==> config.mk <==
export PLATFORM = sky130hd
export DESIGN_NAME = spi_fword_master
export DESIGN_NICKNAME = d
export VERILOG_FILES = /design/src/rtl/spi_fword_pkg.sv /design/src/rtl/spi_byte_shifter.sv /design/src/rtl/spi_fword_master.sv
export SDC_FILE = /design/constraint.sdc
export NUM_CORES = 1
export LEC_CHECK = 0
export ABC_AREA = 1
export BUFFER_PORTS_ARGS = -buffer_cell sky130_fd_sc_hd__clkbuf_2
export CAP_MARGIN = 10
export CORE_ASPECT_RATIO = 2
export CORE_MARGIN = 2
export CORE_UTILIZATION = 45
export DETAILED_ROUTE_END_ITERATION = 10
export PLACE_DENSITY = 0.75
export SLEW_MARGIN = 20
export SYNTH_ARGS = -nofsm -noshare
export SYNTH_HDL_FRONTEND = slang
export SYNTH_HIERARCHICAL = 1
export SYNTH_SLANG_ARGS = --single-unit
==> constraint.sdc <==
create_clock -name clk -period 3.8 [get_ports clk]
set_clock_uncertainty 0.1 [all_clocks]
set_input_delay 0 -clock clk [delete_from_list [all_inputs] [get_ports clk]]
set_output_delay 0 -clock clk [all_outputs]
set_load 0.02 [all_outputs]
==> src/rtl/spi_fword_pkg.sv <==
// Shared constants, FSM encoding and frame timing helper for the SPI fword master.
package spi_fword_pkg;

    localparam logic [7:0] CMD_FWORD     = 8'h01;
    localparam int         NUM_BYTES     = 5;
    localparam int         BYTE_W        = 8;
    localparam int         BIT_IDX_W     = $clog2(BYTE_W);
    localparam int         BYTE_IDX_W    = $clog2(NUM_BYTES);

    typedef enum logic [2:0] {
        IDLE,
        SETUP,
        BIT_LO,
        BIT_HI,
        GAP,
        HOLD
    } state_e;

    // Number of clk cycles cs is held low for one frame.
    function automatic int frame_cs_low(input int clk_div, input int cs_setup,
                                        input int ibg, input int cs_hold);
        return cs_setup + NUM_BYTES * BYTE_W * 2 * clk_div + (NUM_BYTES - 1) * ibg + cs_hold;
    endfunction

    localparam int FRAME_CS_LOW_DEFAULT = frame_cs_low(4, 2, 8, 2);

endpackage

==> src/rtl/spi_byte_shifter.sv <==
// 8-bit SPI mode-0 shift engine: divides clk into SCK half-periods, shifts mosi
// out MSB first on falling edges and captures miso as SCK rises.
module spi_byte_shifter
    import spi_fword_pkg::*;
#(
    parameter int CLK_DIV = 4
) (
    input  logic              clk,
    input  logic              rst_n,
    input  logic              load,
    input  logic [BYTE_W-1:0] load_byte,
    input  logic              go,
    input  logic              miso_s,
    output logic              sck,
    output logic              mosi,
    output logic              half_end,
    output logic              byte_done,
    output logic [BYTE_W-1:0] rx_byte
);

    localparam int DIV_W = (CLK_DIV > 1) ? $clog2(CLK_DIV) : 1;

    logic                 active_q, active_d;
    logic                 phase_q, phase_d;
    logic [DIV_W-1:0]     div_q, div_d;
    logic [BIT_IDX_W-1:0] bit_q, bit_d;
    logic [BYTE_W-1:0]    tx_q, tx_d;
    logic [BYTE_W-1:0]    rx_q, rx_d;

    assign half_end  = active_q && (div_q == DIV_W'(CLK_DIV - 1));
    assign byte_done = half_end && phase_q && (bit_q == '0);
    assign sck       = phase_q;
    assign mosi      = tx_q[BYTE_W-1];
    assign rx_byte   = rx_q;

    always_comb begin
        active_d = active_q;
        phase_d  = phase_q;
        div_d    = div_q;
        bit_d    = bit_q;
        tx_d     = tx_q;
        rx_d     = rx_q;
        if (load) begin
            tx_d = load_byte;
        end
        if (go) begin
            active_d = 1'b1;
            phase_d  = 1'b0;
            div_d    = '0;
            bit_d    = BIT_IDX_W'(BYTE_W - 1);
        end else if (active_q) begin
            if (half_end) begin
                div_d = '0;
                if (!phase_q) begin
                    // Rising edge: synchronised miso has settled since the last fall.
                    phase_d = 1'b1;
                    rx_d    = {rx_q[BYTE_W-2:0], miso_s};
                end else begin
                    phase_d = 1'b0;
                    if (bit_q == '0) begin
                        active_d = 1'b0;
                    end else begin
                        bit_d = bit_q - 1'b1;
                        tx_d  = {tx_q[BYTE_W-2:0], 1'b0};
                    end
                end
            end else begin
                div_d = div_q + 1'b1;
            end
        end
    end

    always_ff @(posedge clk or negedge rst_n) begin
        if (!rst_n) begin
            active_q <= 1'b0;
            phase_q  <= 1'b0;
            div_q    <= '0;
            bit_q    <= '0;
            tx_q     <= '0;
            rx_q     <= '0;
        end else begin
            active_q <= active_d;
            phase_q  <= phase_d;
            div_q    <= div_d;
            bit_q    <= bit_d;
            tx_q     <= tx_d;
            rx_q     <= rx_d;
        end
    end

endmodule

==> src/rtl/spi_fword_master.sv <==
// SPI mode-0 master sending {0x01, fword LSB..MSB} as one cs frame and checking
// the slave's prev+1 echo replies.
module spi_fword_master #(
    parameter int CLK_DIV  = 4,
    parameter int CS_SETUP = 2,
    parameter int IBG      = 8,
    parameter int CS_HOLD  = 2
) (
    input  logic        clk,
    input  logic        rst,
    input  logic        start,
    input  logic [31:0] fword,
    output logic        busy,
    output logic        done,
    output logic        echo_ok,
    output logic        cmd_hazard,
    output logic        sck,
    output logic        cs,
    output logic        mosi,
    input  logic        miso
);
    import spi_fword_pkg::*;

    localparam int CNT_MAX = (IBG > CS_SETUP) ? ((IBG > CS_HOLD) ? IBG : CS_HOLD)
                                              : ((CS_SETUP > CS_HOLD) ? CS_SETUP : CS_HOLD);
    localparam int CNT_W   = $clog2(CNT_MAX + 1);

    state_e                              state_q, state_d;
    logic [CNT_W-1:0]                    cnt_q, cnt_d;
    logic [NUM_BYTES-1:0][BYTE_W-1:0]    frame_q, frame_d;
    logic [BYTE_IDX_W-1:0]               byte_q, byte_d;
    logic                                ok_q, ok_d;
    logic                                echo_ok_q, echo_ok_d;
    logic                                hazard_q, hazard_d;
    logic                                done_q, done_d;
    logic                                busy_q, busy_d;
    logic                                cs_q, cs_d;
    logic [1:0]                          sync_q, sync_d;

    logic                                sh_load, sh_go;
    logic [BYTE_W-1:0]                   sh_byte;
    logic                                sh_half_end, sh_byte_done;
    logic [BYTE_W-1:0]                   sh_rx;
    logic [BYTE_IDX_W-1:0]               prev_idx;
    logic [BYTE_W-1:0]                   echo_exp;
    logic                                payload_hazard;

    assign sync_d   = {sync_q[0], miso};
    assign prev_idx = (byte_q == '0) ? '0 : byte_q - 1'b1;
    assign echo_exp = frame_q[prev_idx] + 8'd1;

    always_comb begin
        payload_hazard = 1'b0;
        for (int i = 1; i < NUM_BYTES; i++) begin
            if (frame_q[i] == CMD_FWORD) payload_hazard = 1'b1;
        end
    end

    spi_byte_shifter #(.CLK_DIV(CLK_DIV)) u_shifter (
        .clk       (clk),
        .rst_n     (rst),
        .load      (sh_load),
        .load_byte (sh_byte),
        .go        (sh_go),
        .miso_s    (sync_q[1]),
        .sck       (sck),
        .mosi      (mosi),
        .half_end  (sh_half_end),
        .byte_done (sh_byte_done),
        .rx_byte   (sh_rx)
    );

    always_comb begin
        state_d   = state_q;
        cnt_d     = cnt_q;
        frame_d   = frame_q;
        byte_d    = byte_q;
        ok_d      = ok_q;
        echo_ok_d = echo_ok_q;
        hazard_d  = hazard_q;
        done_d    = 1'b0;
        sh_load   = 1'b0;
        sh_go     = 1'b0;
        sh_byte   = frame_q[byte_q];
        unique case (state_q)
            IDLE: begin
                if (start) begin
                    frame_d = {fword, CMD_FWORD};
                    sh_load = 1'b1;
                    sh_byte = CMD_FWORD;
                    byte_d  = '0;
                    cnt_d   = '0;
                    ok_d    = 1'b1;
                    state_d = SETUP;
                end
            end
            SETUP: begin
                if (cnt_q == CNT_W'(CS_SETUP - 1)) begin
                    cnt_d   = '0;
                    sh_go   = 1'b1;
                    state_d = BIT_LO;
                end else begin
                    cnt_d = cnt_q + 1'b1;
                end
            end
            BIT_LO: begin
                if (sh_half_end) state_d = BIT_HI;
            end
            BIT_HI: begin
                if (sh_byte_done) begin
                    // Reply during byte 0 carries nothing the slave has seen yet.
                    if (byte_q != '0 && sh_rx != echo_exp) ok_d = 1'b0;
                    cnt_d = '0;
                    if (byte_q == BYTE_IDX_W'(NUM_BYTES - 1)) begin
                        state_d = HOLD;
                    end else begin
                        byte_d  = byte_q + 1'b1;
                        state_d = GAP;
                    end
                end else if (sh_half_end) begin
                    state_d = BIT_LO;
                end
            end
            GAP: begin
                if (cnt_q == CNT_W'(IBG - 1)) begin
                    cnt_d   = '0;
                    sh_load = 1'b1;
                    sh_go   = 1'b1;
                    state_d = BIT_LO;
                end else begin
                    cnt_d = cnt_q + 1'b1;
                end
            end
            HOLD: begin
                if (cnt_q == CNT_W'(CS_HOLD - 1)) begin
                    cnt_d     = '0;
                    state_d   = IDLE;
                    done_d    = 1'b1;
                    echo_ok_d = ok_q;
                    hazard_d  = payload_hazard;
                end else begin
                    cnt_d = cnt_q + 1'b1;
                end
            end
            default: state_d = IDLE;
        endcase
        busy_d = (state_d != IDLE);
        cs_d   = (state_d == IDLE);
    end

    always_ff @(posedge clk or negedge rst) begin
        if (!rst) begin
            state_q   <= IDLE;
            cnt_q     <= '0;
            frame_q   <= '0;
            byte_q    <= '0;
            ok_q      <= 1'b0;
            echo_ok_q <= 1'b0;
            hazard_q  <= 1'b0;
            done_q    <= 1'b0;
            busy_q    <= 1'b0;
            cs_q      <= 1'b1;
            sync_q    <= '0;
        end else begin
            state_q   <= state_d;
            cnt_q     <= cnt_d;
            frame_q   <= frame_d;
            byte_q    <= byte_d;
            ok_q      <= ok_d;
            echo_ok_q <= echo_ok_d;
            hazard_q  <= hazard_d;
            done_q    <= done_d;
            busy_q    <= busy_d;
            cs_q      <= cs_d;
            sync_q    <= sync_d;
        end
    end

    assign busy       = busy_q;
    assign done       = done_q;
    assign echo_ok    = echo_ok_q;
    assign cmd_hazard = hazard_q;
    assign cs         = cs_q;

endmodule

Yosys cells after proc, flatten, opt, wreduce, memory -nomap -nowiden --
Index checks and enable logic that the tools add are counted.
Cells by class: add/subtract/negate cells 6, order comparisons 2, equal/unequal tests 19, multiplexer cells 62, bitwise operators 2, reductions and logical operators 24
Operators by type and width (number):
- $mux 8 | 10
- $bmux 8 s3 | 2
- $mux 3 | 16
- $eq 8x1->1 const B | 4
- $mux 1 | 21
- $pmux 3 s6 | 1
- $mux 4 | 4
- $pmux 4 s4 | 1
- $reduce_and 4->1 | 4
- $logic_not 3->1 | 4
- $ne 2x2->1 const B | 5
- $eq 3x3->1 const B | 3
- $add 8x1->8 const B | 1
- $lt 3x4->1 const B | 2
- $ne 8x8->1 | 1
- $reduce_bool 2->1 | 4
- $eq 3x2->1 const B | 2
- $mux 2 | 3
- $pmux 1 s2 | 3
- $pmux 3 s2 | 1
- $reduce_and 2->1 | 3
- $reduce_bool 3->1 | 2
- $sub 3x1->3 const B | 2
- $add 4x1->4 const B | 1
- other kinds (11) | 15
Word-level totals: register bits 74, logic and storage cells 136

Depth between registers and ports, before layout --
Gate-level depths: netlist of run 1.
word-level depth 10, mapped depth 24

Cells and area by module --
The synthesis of run 1 kept the hierarchy.
By module, submodules not included:
- spi_fword_master | times used 1, cells an instance 534, area each 3560.9 sq um, seq. area each 1277.5 sq um
- spi_byte_shifter | times used 1, cells an instance 141, area each 1209.9 sq um, seq. area each 575.6 sq um

Least setup slack after synthesis of run 1 --
No wires, ideal clock.
path type reg-to-reg, start reg byte_q[0], end reg ok_q, setup time 0.130 ns, arrival 2.584 ns, required time 3.570 ns, setup slack 0.986 ns, stages on the path, launching flop included 22, buffers on the path 3, cell sequence dfrtp_1 buf_2 inv_2 buf_2 ha_1 nand2_4 nand2_2 buf_2 nand3_1 o21ai_2 ha_1 nand3_1 nor2_4 inv_1 nand2_1 nand2_1 nand3_1 nor2_1 nand2_1 nand2_1 nand2_1 nand2_1
Between the ends: longest elaborated chain between the ends 9
RTL lines:
- start, declared | line spi_fword_master.sv:31 | logic [BYTE_IDX_W-1:0] byte_q, byte_d;
- start signal, assigned | line spi_fword_master.sv:168 | byte_q <= byte_d;
- $sub 3x1->3 or $logic_not 3->1 (tied branches) | line spi_fword_master.sv:49 | assign prev_idx = (byte_q == '0) ? '0 : byte_q - 1'b1;
- $mux 3 | line spi_fword_master.sv:49
- $bmux 8 s3 | line spi_fword_master.sv:50 | assign echo_exp = frame_q[prev_idx] + 8'd1;
- $mux 8 (implied by the code) | line spi_fword_master.sv:50
- $add 8x1->8 | line spi_fword_master.sv:50
- $ne 8x8->1 | line spi_fword_master.sv:112 | if (byte_q != '0 && sh_rx != echo_exp) ok_d = 1'b0;
- $logic_and 1x1->1 (*) | line spi_fword_master.sv:112
- $ne 2x2->1 (no source line) (*)
- $reduce_and 4->1 (no source line) (*)
- end signal, assigned | line spi_fword_master.sv:169 | ok_q <= ok_d;
- end, declared | line spi_fword_master.sv:32 | logic ok_q, ok_d;
Mark *: on every way between the ends. The rest lies on a longest branch, timed or not. The select of a mux whose other input is x is not followed. A chain may end at the register's enable or synchronous reset.

Worst setup path in the final report of run 1 --
start reg byte_q[1], end reg ok_q
Same word-level chain as after synthesis.

==> impl_metrics.tcl, run 1 <==
set metrics [dict create \
    status "completed" \
    power_frac_seq_pct 45.6 \
    die_w_um 76.8 \
    synth-seq-cells 74 \
    synthCells 675 \
    syn_nets 720 \
    placedInstanceArea_um2 5030 \
    cp-end-kind "flip-flop" \
    p_leak_nw 2.93 \
    finalHoldViolations 0 \
    setup_viol 0 \
    grt_setup_unrepaired "false" \
    hold_depth 7 \
    arrival_ns 3.18 \
    syn2layout_area_growth_pct 18.5 \
    routabilityCongestion 0.950 \
    nets 785 \
    wl_um 14600 \
    ant_nets 0 \
    fillers 1030 \
    switchingPower_mw 0.479 \
    vias_per_cell 5.35 \
    synth-main-ff-cell "dfrtp_1" \
    hold_path.class "input port to flip-flop" \
    grt.overflow.total 0 \
    ir_drop_mv 0.243 \
    start_kind "flip-flop" \
    grt_max_degree 75 \
    ys_top_cells_by_count "224 x nand2_1, 92 x inv_1, 73 x dfrtp_1" \
    reg2reg_from "byte_q[1]$_DFFE_PN0P_" \
    slew_violations 0 \
    cts_buffers 9 \
    pwr_density_cell_nw_per_um2 327 \
    antenna_found_initial 0 \
    rrSetupSlack_ns 0.72 \
    synthArstFlopShare_pct 100 \
    synth_seq_area_share_pct 38.8 \
    synth_warnings 6 \
    swShare_pct 25.9 \
    critPathKind "flip-flop to flip-flop" \
    dr.pass1.iters 5 \
    whs_ns 0.116 \
    routedWlPerCell_um 16.5 \
    io_buffers 42 \
    clk_pin_slew_ns 0.06 \
    die_h_um 150 \
    fin_crit_ns 3.08 \
    required_ns 3.90 \
    fp-row-count 53 \
    yosysMostFrequentCell "nand2_1" \
    synth_top_area_share_pct 38.3 \
    clkSinkCount 74 \
    grtUsageTotal_pct 26.6 \
    synth.area.top_cells "dfrtp_1 38%, nand2_1 18%, inv_1 7.2%, nand3_1 6.0%, o21ai_0 5.7%" \
    core_um2 10400 \
    fmax_mhz 325 \
    power.internal_mw 1.37 \
    post_synth_num_cell_types 42 \
    diodes 0 \
    max-slew-margin-rel_pct 37.2 \
    synth_edf_count 0 \
    postLayoutCellArea_um2 5650 \
    tightest_slew_ns 0.943 \
    route.vias.total 4722 \
    post_cts_resize_count 0 \
    whs_endpoint "u_shifter/tx_q[0]$_DFF_PN0_" \
    htree_levels 3 \
    drcViolationCount 0 \
    min-delay-start "start" \
    syn_area_um2 4770 \
    rr_endpoint "ok_q$_DFFE_PN0P_" \
    clkLatencyLatePin_ns 0.34 \
    ioPinCount 43 \
    cts.path.max_buffers 2 \
    cts_tree "yes" \
    synth_top_area_cell "dfrtp_1" \
    grt_pass1_vias 4737 \
    grt_pass1_wl_um 23300 \
    path_max_fanout 21 \
    die_area_um2 11500 \
    syn_avg_cell_area_um2 7.07 \
    hpwl_um 11100 \
    finalCritPeriodShare_pct 81.0 \
    drtIter0Drc 301 \
    combPwrFrac_pct 10.4 \
    max_cap_violations 0 \
    floorplan.initialDensity_pct 45.8 \
    reg2regPathDepth 20 \
    clkPwrFrac_pct 44.0 \
    final.setup.tns_ns 0 \
    clk_root_buffer_cell "clkbuf_16" \
    drive_gt1_share_pct 13.2 \
]
power by group through the flow:
stage          clock [mW]  combinational, mW  sequential [mW]
6_report            0.813              0.191            0.843
5_1_grt             0.857              0.216            0.845
4_1_cts             0.822              0.191            0.842
3_5_place_dp            0              0.163            0.856
3_3_place_gp            0              0.161            0.856
2_1_floorplan           0             0.0929            0.843
cells in the final DEF (no fill, tap or decap), types with 9 or more instances in the layout:
cell type,count
dfrtp_1,73
nor3_1,9
a21oi_1,12
ha_1,9
nand2_1,224
o21ai_0,54
nor2_1,28
dlygate4sd3_1,34
clkbuf_2,41
inv_1,92
o21ai_2,12
nand3_1,57
nand4_1,21
clkbuf_16,9
how the worst max path moves through the flow:
| stage | start | end | cells past startpoint |
|---|---|---|---|
| finish | byte_q[1]$_DFFE_PN0P_ | ok_q$_DFFE_PN0P_ | 20 |
| global route | byte_q[1]$_DFFE_PN0P_ | ok_q$_DFFE_PN0P_ | 20 |
| CTS | byte_q[1]$_DFFE_PN0P_ | ok_q$_DFFE_PN0P_ | 20 |
| detailed placement | byte_q[1]$_DFFE_PN0P_ | ok_q$_DFFE_PN0P_ | 20 |
| global placement | byte_q[1]$_DFFE_PN0P_ | ok_q$_DFFE_PN0P_ | 20 |
| floorplan | byte_q[0]$_DFFE_PN0P_ | ok_q$_DFFE_PN0P_ | 21 |
area by class of cell:
class                      count  area [µm²]  area share, %
inverter                      98         379           6.71
timing repair buffer          79         576           10.2
tap                          137         171           3.03
sequential                    74        1850           32.8
clock inverter                 4        26.3          0.465
multi-input combinational    478        2390           42.3
clock buffer                  12         256           4.54
per-layer routing:
metal  part of all wire [%]  track usage [%]  up-vias
li1                       -                -     2308
met1                     33             24.8     2214
met2                     55             49.9      134
met3                    3.1             3.62       66
met4                    8.9             22.5        0
met5                      0                0        -
what timing repair did:
item / 4_1_cts / 5_1_grt
hold buffers: 34 / 0
endpoints found under the hold margin: 106 / 0
buffers inserted: 0 / 0
flip-flops by register name, indices dropped and copies added (netlist names):
name	count
state_q	3
done	1
u_shifter/active_q	1
u_shifter/div_q	2
echo_ok	1
busy	1
u_shifter/bit_q	3
cs	1
frame_q	33
byte_q	3
cnt_q	4
u_shifter/sck	1
cmd_hazard	1
u_shifter/tx_q	8
ok_q	1
sync_q	2
u_shifter/rx_byte	8
through the flow:
| step | power (mW) | util (%) | setup WS [ns] | cells |
|---|---|---|---|---|
| 6_report | 1.85 | 54.3 | 0.721 | 882 |
| 5_1_grt | 1.92 | 54.3 | 0.367 | 882 |
| 4_1_cts | 1.86 | 54.3 | 0.728 | 882 |
| 3_5_place_dp | 1.02 | 48.3 | 0.734 | 832 |
| 3_3_place_gp | 1.02 | 48.3 | 0.838 | 832 |
| 2_1_floorplan | 0.936 | - | 0.986 | 675 |
worst max-delay path, stage by stage, from the launching register on:
cell,delay (ns)
dfrtp_1,0.48
inv_1,0.18
ha_1,0.29
nand2_1,0.18
nand2_2,0.39
nand3_1,0.12
nand2_1,0.08
nand2_1,0.06
o21ai_2,0.12
ha_1,0.24
nand3_1,0.13
nor2_4,0.13
inv_1,0.05
nand2_1,0.06
nand2_1,0.04
nand3_1,0.07
nor2_1,0.04
nand2_1,0.05
nand2_1,0.04
nand2_1,0.05
nand2_1,0.04
kinds of logic after synthesis:
family	count (synthesis)	synth area share (%)
multiplexers	1	0.236
AO/OA/AOI/OAI	101	12.5
flip-flops	74	38.8
XOR/XNOR	3	0.551
adder cells (fa/ha/maj)	9	2.36
AND/OR/NAND/NOR	364	34.4
buffers and inverters	123	11.2
Power figures use the tool's default switching activity.
==> inputs of run 2 (changes only) <==
--- a/config.mk
+++ b/config.mk
@@ -5,7 +5,7 @@
 export SDC_FILE = /design/constraint.sdc
 export NUM_CORES = 1
 export LEC_CHECK = 0
-export ABC_AREA = 1
+export ABC_AREA = 0
 export BUFFER_PORTS_ARGS = -buffer_cell sky130_fd_sc_hd__clkbuf_2
 export CAP_MARGIN = 10
 export CORE_ASPECT_RATIO = 2
==> constraint.sdc (replaced) <==
create_clock -name clk -period 3.1 [get_ports clk]
set_clock_uncertainty 0.1 [all_clocks]
set_input_delay 0 -clock clk [delete_from_list [all_inputs] [get_ports clk]]
set_output_delay 0 -clock clk [all_outputs]
set_load 0.02 [all_outputs]
==> impl_metrics.tcl, run 2 <==
set metrics [dict create \
    synth_top_area_share_pct 40.6 \
    finalHoldViolations 0 \
    cp_top_family "compound AO/OA/AOI/OAI gates" \
    io_buffers 42 \
    grt_util_met3_pct 3.53 \
    whs_ns 0.0509 \
    floorplan.initialDensity_pct 46.1 \
    total_power_mw 2.27 \
    htree_levels 3 \
    synthCells 509 \
    cts_buffers 9 \
    grt_use_met2_pct 48.6 \
    hold_path.class "input port to flip-flop" \
    cp-end-kind "flip-flop" \
    fp-row-count 51 \
    routabilityCongestion 0.986 \
    drtIter0Drc 283 \
    p_leak_nw 2.79 \
    syn_area_um2 4500 \
    worst_slack_ns -0.281 \
    nets 662 \
    die_area_um2 10900 \
    slew_violations 0 \
    grt.overflow.total 0 \
    crit_top_cell "buf_6" \
    layout_commonest_cell "nand2_1" \
    drcViolationCount 0 \
    diodes 0 \
    synthArstFlopShare_pct 100 \
    fin_crit_ns 3.38 \
    path_cells "inv_2 > buf_6 > ha_4 > buf_6 > buf_4 > o21ai_0 > a211o_1 > a221o_1 > or4_4 > or3_4 > a21oi_2 > o22ai_1 > a32oi_1" \
    max-slew-margin-rel_pct 32.5 \
    clk_root_buffer_cell "clkbuf_16" \
    synth-seq-cells 74 \
    finalCritPeriodShare_pct 109 \
    max_cap_violations 0 \
    crit_buf_inv 4 \
    syn2layout_area_growth_pct 32.5 \
    vias_per_cell 5.52 \
    yosysMostFrequentCell "nand2_1" \
    arrival_ns 3.53 \
    synth_edf_count 0 \
    hpwl_um 9930 \
    status "complete, but fails checks" \
    syn_avg_cell_area_um2 8.84 \
    place_inst 699 \
    routedWlPerCell_um 18.1 \
    clkSinkCount 74 \
    failed_checks "setup timing" \
    ir_drop_mv 0.292 \
    antenna_found_initial 0 \
    grt_setup_unrepaired "true" \
    synth_top_area_cell "dfrtp_1" \
    placedInstanceArea_um2 5120 \
    path_max_fanout 12 \
    dr.pass1.iters 5 \
    grt_max_degree 75 \
    ant_nets 0 \
    synth.area.top_cells "dfrtp_1 41%, nand2_1 9.3%, mux2_2 6.5%, nor2_1 4.3%, a21oi_1 3.0%" \
    cts_tree "yes" \
    required_ns 3.25 \
    cts.path.max_buffers 2 \
    fillers 823 \
    wl_um 13700 \
    fin_util_pct 61.1 \
    start_kind "flip-flop" \
    top_usage_layer "met2" \
    layout_common_cells "109 x nand2_1, 73 x dfrtp_1, 50 x nor2_1" \
    grt_util_met1_pct 27.0 \
    cp_slowest_stage_delay_ns 0.47 \
    stdcell_count 754 \
    postLayoutCellArea_um2 5960 \
    grt_pass1_vias 4389 \
    pre_cts_slack_ns -0.270 \
    slowest_stage "or4_4" \
    ioPinCount 43 \
    final.setup.tns_ns -0.281 \
    route.vias.total 4165 \
    synth_seq_area_share_pct 41.2 \
    synth_warnings 6 \
    synth-main-ff-cell "dfrtp_1" \
    tightest_slew_ns 1.00 \
    drive_gt1_share_pct 27.2 \
    critPathKind "flip-flop to flip-flop" \
    ys_top_cells_by_count "111 x nand2_1, 73 x dfrtp_1, 51 x nor2_1" \
    die_h_um 145 \
    grt_pass1_wl_um 21600 \
    pwr_density_cell_nw_per_um2 380 \
    die_w_um 74.7 \
    clkLatencyLatePin_ns 0.33 \
    post_synth_num_cell_types 69 \
    syn_nets 554 \
    grtUsageTotal_pct 26.6 \
    largest_register_ffs 33 \
    core_um2 9760 \
    clk_pin_slew_ns 0.06 \
    fmax_mhz 296 \
    regMostFlops "frame_q" \
    setup_viol 1 \
]
## run 2: cell count changes after synthesis, sizes merged, moves of 8 or more
cell	before	now
nand2	233	112
nand3	61	12
a21oi	12	27
inv	97	14
nand2b	0	13
clkbuf	9	17
nand4	21	2
nor2	33	52
o21ai	67	20
mux2i	0	13
mux2	1	27
## run 2: path summary, 6_finish.rpt
path | startpoint | to | slack (ns) | cells after the start
setup / recovery | byte_q[0]$_DFFE_PN0P_ | ok_q$_DFFE_PN0P_ | -0.28 | 13
hold / removal | start | cnt_q[0]$_DFFE_PN0P_ | 0.05 | 6
setup reg to reg | byte_q[0]$_DFFE_PN0P_ | ok_q$_DFFE_PN0P_ | -0.28 | 13
hold reg to reg | sync_q[0]$_DFF_PN0_ | sync_q[1]$_DFF_PN0_ | 0.25 | 0
max in group asynchronous | rst | u_shifter/bit_q[1]$_DFFE_PN0P_ | 2.04 | 2
min in group asynchronous | rst | frame_q[36]$_DFFE_PN0P_ | 0.26 | 2
## run 2: per-layer routing
layer  vias to the layer above  wire, µm  share of wire (%)
li1                       1982         -                  -
met4                         0       901                6.6
met3                        50       338                2.5
met2                       116      7700                 56
met1                      2017      4730                 35
met5                         -         0                  0
## run 2: what timing repair did
item / 4_1_cts / 5_1_grt
setup buffers: 1 / 4
setup endpoints to repair: 1 / 1
pin swaps: 8 / 17
gates resized for setup: 9 / 19
hold buffers: 34 / 0
endpoints found under the hold margin: 106 / 0
## run 2: final cells by class
type	count	area (µm²)	share of cell area, %
clock buffers	10	229	3.84
clock inverters	6	115	1.93
inverters	14	52.6	0.881
multi-input cells	394	2600	43.6
flip-flops and latches	74	1850	31.1
well taps	132	165	2.77
repair buffers	124	948	15.9
## run 2: power breakdown
part | total [mW] | switching [mW] | internal, mW
registers | 0.976 | 0.00481 | 0.971
clock network | 1.20 | 0.411 | 0.789
logic | 0.0890 | 0.0364 | 0.0526
## run 2: kinds of logic (layout without fill, tap and decap cells)
family	after synthesis	count (layout)	synth area share, %
and+or+nand+nor	239	239	25.2
muxes	41	41	10.1
adders and majority gates	9	9	2.50
DFF	74	74	41.2
AOI/OAI and AO/OA	92	92	13.8
buffers and inverters	41	154	4.17
xor gates and xnor gates	13	13	3.03
## run 2: tightest hold or removal path, cell delays in order
cell      delay (ns)
clkbuf_2        0.09
nor2_1          0.04
nor2_1          0.08
a21oi_1         0.08
nand2_1         0.07
o21ai_0         0.07
